===== src/rtl/gradient_gen_if.sv =====
// gradient_gen_if: pixel stream in, signed gradient stream out
interface gradient_gen_if #(parameter int DATA_WIDTH = 8);
  logic [DATA_WIDTH-1:0] pixel_in;
  logic                  pixel_valid;
  logic [DATA_WIDTH:0]   gx;
  logic [DATA_WIDTH:0]   gy;
  logic                  grad_valid;
  logic                  grad_last;
  modport master (output pixel_in, pixel_valid, input gx, gy, grad_valid, grad_last);
  modport slave  (input pixel_in, pixel_valid, output gx, gy, grad_valid, grad_last);
endinterface


===== src/rtl/gradient_gen.sv =====
// gradient_gen: raster pixel stream to central-difference gx/gy for interior pixels
module gradient_gen #(
  parameter int DATA_WIDTH = 8,
  parameter int IMG_WIDTH  = 64,
  parameter int IMG_HEIGHT = 48
) (
  input  logic           clk,
  input  logic           rst,
  gradient_gen_if.slave  bus
);
  localparam int CW = $clog2(IMG_WIDTH);
  localparam int RW = $clog2(IMG_HEIGHT);
  localparam int GW = DATA_WIDTH + 1;
  logic [CW-1:0]         col_q, col_d;
  logic [RW-1:0]         row_q, row_d;
  logic [DATA_WIDTH-1:0] lb1_q [IMG_WIDTH];
  logic [DATA_WIDTH-1:0] lb2_q [IMG_WIDTH];
  logic [DATA_WIDTH-1:0] lb1_rd, lb2_rd;
  // column c-1 of the window (rows r-2, r-1, r) and the centre row of column c-2;
  // the corners of column c-2 never enter either difference, so they are not kept
  logic [DATA_WIDTH-1:0] w1_top_q, w1_mid_q, w1_bot_q, w2_mid_q;
  logic [GW-1:0]         gx_q, gy_q, gx_d, gy_d;
  logic                  valid_q, last_q;
  logic                  wrap_c, wrap_r, fire;
  assign lb1_rd = lb1_q[col_q];
  assign lb2_rd = lb2_q[col_q];
  // position bookkeeping and the differences for the window completed by this pixel
  always_comb begin
    wrap_c = col_q == CW'(IMG_WIDTH - 1);
    wrap_r = row_q == RW'(IMG_HEIGHT - 1);
    col_d  = !bus.pixel_valid ? col_q : wrap_c ? '0 : col_q + 1'b1;
    row_d  = !(bus.pixel_valid && wrap_c) ? row_q : wrap_r ? '0 : row_q + 1'b1;
    fire   = bus.pixel_valid && row_q >= RW'(2) && col_q >= CW'(2);
    gx_d   = {1'b0, lb1_rd} - {1'b0, w2_mid_q};
    gy_d   = {1'b0, w1_bot_q} - {1'b0, w1_top_q};
  end
  // counters and registered outputs; gradients hold while no window completes
  always_ff @(posedge clk) begin
    if (rst) begin
      col_q   <= '0;
      row_q   <= '0;
      gx_q    <= '0;
      gy_q    <= '0;
      valid_q <= 1'b0;
      last_q  <= 1'b0;
    end else begin
      col_q   <= col_d;
      row_q   <= row_d;
      valid_q <= fire;
      last_q  <= fire && wrap_c && wrap_r;
      if (fire) begin
        gx_q <= gx_d;
        gy_q <= gy_d;
      end
    end
  end
  // line buffers read-before-write at column c, window shifts one column per pixel
  always_ff @(posedge clk) begin
    if (bus.pixel_valid && !rst) begin
      lb2_q[col_q] <= lb1_rd;
      lb1_q[col_q] <= bus.pixel_in;
      w1_top_q     <= lb2_rd;
      w1_mid_q     <= lb1_rd;
      w1_bot_q     <= bus.pixel_in;
      w2_mid_q     <= w1_mid_q;
    end
  end
  assign bus.gx         = gx_q;
  assign bus.gy         = gy_q;
  assign bus.grad_valid = valid_q;
  assign bus.grad_last  = last_q;
endmodule


===== src/flat_wrapper.sv =====
// flat-port wrapper written by rule: the top's interface ports become plain ports
module gradient_gen_flat 
#(
  parameter int DATA_WIDTH = 8,
  parameter int IMG_WIDTH  = 64,
  parameter int IMG_HEIGHT = 48
)
  (clk, rst, bus_pixel_in, bus_pixel_valid, bus_gx, bus_gy, bus_grad_valid, bus_grad_last);
  gradient_gen_if #(.DATA_WIDTH(DATA_WIDTH)) bus_i ();
  input  logic clk;
  input  logic rst;
  input wire logic [$bits(bus_i.pixel_in)-1:0] bus_pixel_in;
  input wire logic [$bits(bus_i.pixel_valid)-1:0] bus_pixel_valid;
  output wire logic [$bits(bus_i.gx)-1:0] bus_gx;
  output wire logic [$bits(bus_i.gy)-1:0] bus_gy;
  output wire logic [$bits(bus_i.grad_valid)-1:0] bus_grad_valid;
  output wire logic [$bits(bus_i.grad_last)-1:0] bus_grad_last;
  assign bus_i.pixel_in = bus_pixel_in;
  assign bus_i.pixel_valid = bus_pixel_valid;
  assign bus_gx = bus_i.gx;
  assign bus_gy = bus_i.gy;
  assign bus_grad_valid = bus_i.grad_valid;
  assign bus_grad_last = bus_i.grad_last;
  gradient_gen #(.DATA_WIDTH(DATA_WIDTH), .IMG_WIDTH(IMG_WIDTH), .IMG_HEIGHT(IMG_HEIGHT)) u_core (.clk(clk), .rst(rst), .bus(bus_i));
endmodule

===== config.mk =====
export PLATFORM = sky130hd
export DESIGN_NAME = gradient_gen_flat
export DESIGN_NICKNAME = d
export VERILOG_FILES = /design/src/rtl/gradient_gen_if.sv /design/src/rtl/gradient_gen.sv /design/src/flat_wrapper.sv
export SDC_FILE = /design/constraint.sdc
export NUM_CORES = 1
export LEC_CHECK = 0
export CORE_MARGIN = 5
export CORE_UTILIZATION = 65
export CTS_BUF_LIST = sky130_fd_sc_hd__clkbuf_4 sky130_fd_sc_hd__clkbuf_8
export DETAILED_ROUTE_END_ITERATION = 7
export PLACE_DENSITY = 0.82
export SETUP_SLACK_MARGIN = 0.3
export SLEW_MARGIN = 20
export SYNTH_ARGS = -nofsm -noshare
export SYNTH_HDL_FRONTEND = slang
export SYNTH_SLANG_ARGS = --single-unit

===== constraint.sdc =====
create_clock -name clk -period 5.2 [get_ports clk]
set_input_delay 1.04 -clock clk [delete_from_list [all_inputs] [get_ports clk]]
set_output_delay 1.04 -clock clk [all_outputs]
set_load 0.01 [all_outputs]

-- Yosys cells after proc, flatten, opt, wreduce, memory -nomap -nowiden
Memory sizes are Yosys's and may differ from the RTL's. A register that Yosys moved wholly into a read port is not among the register bits.
Index checks and enable logic that the tools add are counted.
- add/subtract/negate cells: 4
- $mul: 0
- divide/modulo/power cells: 0
- magnitude comparators: 2
- equality and inequality tests: 2
- shift operators: 0
- multiplexer cells: 6
- bitwise logic cells: 0
- reductions and logical operators: 7
- operators with widths (operator ; number):
    $mux 6 ; 4
    $sub 8x8->9 ; 2
    $add 6x1->6 const B ; 2
    $eq 6x6->1 const B ; 2
    $ge 6x2->1 const B ; 2
    $logic_and 1x1->1 ; 6
    $mux 1 ; 2
    $logic_not 1->1 ; 1
- register bits: 56
- bits in latches: 0
- bits in writable memories: 1024
- ROM bits: 0
- input port bits: 11
- output and inout bits: 20
- word-level logic and storage cells: 32
- memories: 2
- memories (memory ; depth ; bits a word ; rd ports ; clocked after Yosys merged registers in ; write ports ; RTL line ; text):
    u_core.lb1_q ; 64 ; 8 ; 1 ; 1 ; 1 ; gradient_gen.sv:16 ; logic [DATA_WIDTH-1:0] lb1_q [IMG_WIDTH];
    u_core.lb2_q ; 64 ; 8 ; 1 ; 1 ; 1 ; gradient_gen.sv:17 ; logic [DATA_WIDTH-1:0] lb2_q [IMG_WIDTH];

-- Logic depth before layout (Yosys ltp)
- depth in word-level cells: 5
- gate-level depth with buffers: 15
- gate-level depth less buffers: 13

-- Worst setup path before layout
Ideal clock, no wire load.
- kind: register to register
- from: register with a tool-made name
- to: register u_core.gx_q[6] (netlist: u_core.bus.gx[6])
- library setup time: 0.086 ns
- arrival time: 4.510 ns
- required time: 5.114 ns
- setup slack: 0.604 ns
- stages on the path, launching flop included: 15
- period minus slack after synthesis: 4.596 ns
- path through: dfxtp_1 -> buf_2 -> buf_2 -> buf_1 -> mux4_2 -> mux2i_1 -> a22oi_1 -> nand2_1 -> nor2_1 -> ha_1 -> o21a_1 -> o21ai_0 -> a21boi_0 -> xnor2_1 -> a211oi_1
- RTL lines (element ; RTL line ; text):
    end signal, assigned ; gradient_gen.sv:52 ; gx_q <= gx_d;
    end, declared ; gradient_gen.sv:22 ; logic [GW-1:0] gx_q, gy_q, gx_d, gy_d;

==> metrics.md <==
| Metric | Value |
|---|---|
| Status | complete, no violations |
| Routability cong. | between 0.9 and 1 |
| Row count | 93 |
| CTS buffer count | 164 |
| PortBufs | 30 |
| Total length of routed wires | 111,000 um |
| Slew @ Worst Pin | 1.19 ns |
| Min cycle time layout | about 4.2 ns |
| Final Cycle Share | 80.6% |
| CTS tree | yes |
| Final Max Tran Viols | 0 |
| Die area | just over 70,000 um2 |
| Cell family with most CP delay | compound AO/OA/AOI/OAI gates |
| HP Class | reg2reg |
| CTS hold repair buffers | 0 |
| Leak | 15.0 nW |
| CORE AREA | 64,600 um2 |
| R2R setup slack | 1.01 ns |
| Area growth syn-to-layout | 11.6% |
| Initial DRC count | 3,802 |
| Required @ worst endpoint | ~5.9 ns |
| Predominant post-synthesis flop cell | edfxtp_1 |
| Final Hold Fails | 0 |
| Final core utilization | 73.5% |
| Reg-to-Reg End | u_core.bus.gx[6] |
| Number of global-route vias before repair | 23,500 |
| Synth unique cells | 64 |
| Setup Crit Path Kind | reg2reg |
| Yosys reg bits | 1,094 |
| Synth Instances | 2,184 |
| Io pins | 31 |
| Worst-Skew Late Latency | around 0.82 ns |
| Total setup buffers inserted after CTS | 0 |
| Type of origin of the critical path | flip-flop |
| # DRC | 0 |
| Largest net degree at the start of global routing | 74 |
| Max_slew headroom | 20.5% |
| Final nets | 2,415 |
| Cts repair resizes | 0 |
| Sum of buffers and inverters on the critical path | 1 |
| Sequential area share after synthesis | 76.4% |
| Vias | roughly 24,000 |
| Most common cell in the netlist | edfxtp_1 |
| Final setup vio count | 0 |
| CTS clk-pin slew, worst paths | 0.06 ns |
| DIE WIDTH | about 270 um |
| Top post-synthesis cells by area | edfxtp_1 75%, mux4_2 10%, mux2i_1 2.1% |
| Hold path depth | 0 |
| First-pass GRT wire length | ~160,000 um |
| Power, Total | 0.0181 W |
| Die H | 266 um |
| Slowest cell on the critical path | dfxtp_4 |
| Critical Path AT | 4.90 ns |
| Layout cells sized above 1 | 25.4% |
| H-tree depth | 4 |
| Final worst slack | 1.01 ns |
| Yosys warns | 0 |
| Clk_skew | 0.0325 ns |
| DR vias/cell | 6.99 |
| Critical path endpoint category | flip-flop |
| DP Area | 44,200 um2 |
| Synth top cells by count | 1,056 x edfxtp_1, 188 x mux4_2, 130 x nor2_1 |
| DP Wirelength | 65,900 um |
| Setup TNS | 0 ns |
| Worst-path fanout max | between 40 and 50 |
| Initial DRT Pass Iterations | 6 |
| VDD IR max | 0.211 mV |
| RSZ-0062 raised after global routing | false |
| Max Cap Violations | 0 |
| Fmax | 239 MHz |
| Pwr/cell area | 380 nW/um2 |
| Largest stage delay, worst path | about 0.86 ns |
| Hold path endpoint | u_core.w2_mid_q[6] |
| Post-Syn Area per Cell | 19.5 um2 |
| Initial antenna violation count | 5 |
| Sequence of cells on the critical path | buf_4, mux4_2, mux2i_1, a22oi_1, and4_2, ha_1, nor2b_1, o21a_1, o21ai_0, a21boi_0, xnor2_1, a211oi_1 |
| Async set-or-reset flop fraction in the synthesized netlist | 0% |
| Cell taking the most area after synthesis | edfxtp_1 |
| CTS root buffer | clkbuf_8 |
| Bufs on Longest Clock Path | 3 |
| Design Area, Final | 47,500 um2 |
| Worst hold start | u_core.w1_mid_q[6] |
| Post-Syn Area | 42,500 um2 |
| Yosys top cell area share | 74.6% |
| Reg2Reg Depth | 12 |
| Routed wire length per instance | between 30 and 40 um |
| Mapped Nets | 2,217 |
| Grt total ovfl | 0 |
| CTS Sinks | 1,094 |
| Worst slack, placed | about 1.2 ns |
| Final ANT Viol Nets | 0 |
| GRT Overall Usage | 31.6% |
| Initial Utilization | about two thirds |
| Number of synthesized flops with an enable pin | 1,056 |
[report_power, final]
| part | switching [W] | internal, W | total [W] | leakage (nW) |
|---|---|---|---|---|
| sequential | 0.0000682 | 0.00983 | 0.00990 | 9.82 |
| clock | 0.00325 | 0.00364 | 0.00689 | 1.71 |
| combinational | 0.000834 | 0.000427 | 0.00126 | 3.49 |
[through the flow]
step | hold WS (ns) | cells
2_1_floorplan | 0.400 | 2184
3_3_place_gp | 0.402 | 3071
3_5_place_dp | 0.407 | 3071
4_1_cts | 0.416 | 3373
5_1_grt | 0.420 | 3374
6_report | 0.415 | 3375
[per-layer routing]
| layer | wire (um) | GRT usage [%] | vias up | share of wire [%] |
|---|---|---|---|---|
| met5 | 47 | 0 | - | 0.042 |
| met4 | 6290 | 15.2 | 6 | 5.7 |
| met3 | 17700 | 11.9 | 383 | 16 |
| met2 | 49600 | 45.9 | 2003 | 45 |
| met1 | 37100 | 43.4 | 11800 | 34 |
| li1 | - | - | 9369 | - |
[cell usage in the layout (no fill, tap or decap), types with 10 or more instances in the layout]
cell type,instances
buf_4,122
or3_1,12
mux2i_1,90
o21ai_0,64
mux2_2,30
nor2_1,126
clkinv_1,43
nand2_1,68
clkinv_2,22
clkbuf_8,166
a22oi_1,37
and2_1,10
ha_1,20
dfxtp_1,32
a221oi_1,56
o22ai_1,20
a211oi_1,10
clkbuf_4,54
nor3_1,13
nand3_1,28
mux4_2,188
nor2b_1,17
edfxtp_1,1056
inv_1,18
clkdlybuf4s50_1,22
a21oi_1,47
[how the worst max path moves through the flow]
stage / start / to / slack, ns / cells past startpoint
CTS: flip-flop / u_core.bus.gx[6] / 1.13 / 12
floorplan: flip-flop / u_core.bus.gx[6] / 0.60 / 14
detailed placement: flip-flop / u_core.bus.gx[8] / 1.20 / 12
finish: flip-flop / u_core.bus.gx[6] / 1.01 / 12
global route: flip-flop / u_core.bus.gx[6] / 0.83 / 13
global placement: flip-flop / u_core.bus.gx[5] / 1.24 / 13
[layout make-up]
class,instances,area [um2]
inverters,22,83.8
diodes,2,5.00
flip-flops and latches,1094,32500
clock buffers,220,2690
fillers,3538,17100
well taps,855,1070
clock inverters,82,548
multi-input cells,946,9320
repair buffers,154,1260
[logic make-up (layout without fill, tap and decap cells)]
family / after synthesis / after routing / synth area share [%]
xor gates and xnor gates: 12 / 12 / 0.247
DFF: 1094 / 1094 / 76.4
muxes: 308 / 308 / 12.9
and+or+nand+nor: 330 / 330 / 3.66
AOI/OAI and AO/OA: 274 / 274 / 4.37
other: 0 / 2 / 0
adders and majority gates: 22 / 22 / 0.683
buffers and inverters: 144 / 478 / 1.81
[worst register-to-register path, stage by stage (launching register included)]
cell and delay [ns]:
dfxtp_4 0.86, buf_4 0.56, mux4_2 0.30, mux2i_1 0.10, a22oi_1 0.47, and4_2 0.35, ha_1 0.25, nor2b_1 0.16
o21a_1 0.17, o21ai_0 0.30, a21boi_0 0.18, xnor2_1 0.15, a211oi_1 0.26
[flip-flops by register name (all words and copies together), names as in the netlist, named ones only]
register	count
u_core.lb2_q	512
u_core.row_q	6
u_core.w1_mid_q	8
u_core.bus.gy	9
u_core.w1_top_q	8
u_core.bus.grad_valid	1
u_core.bus.grad_last	1
u_core.bus.gx	9
u_core.col_q	6
u_core.lb1_q	512
u_core.w2_mid_q	8
u_core.w1_bot_q	8
No activity file was read; power rests on OpenSTA's default activity.
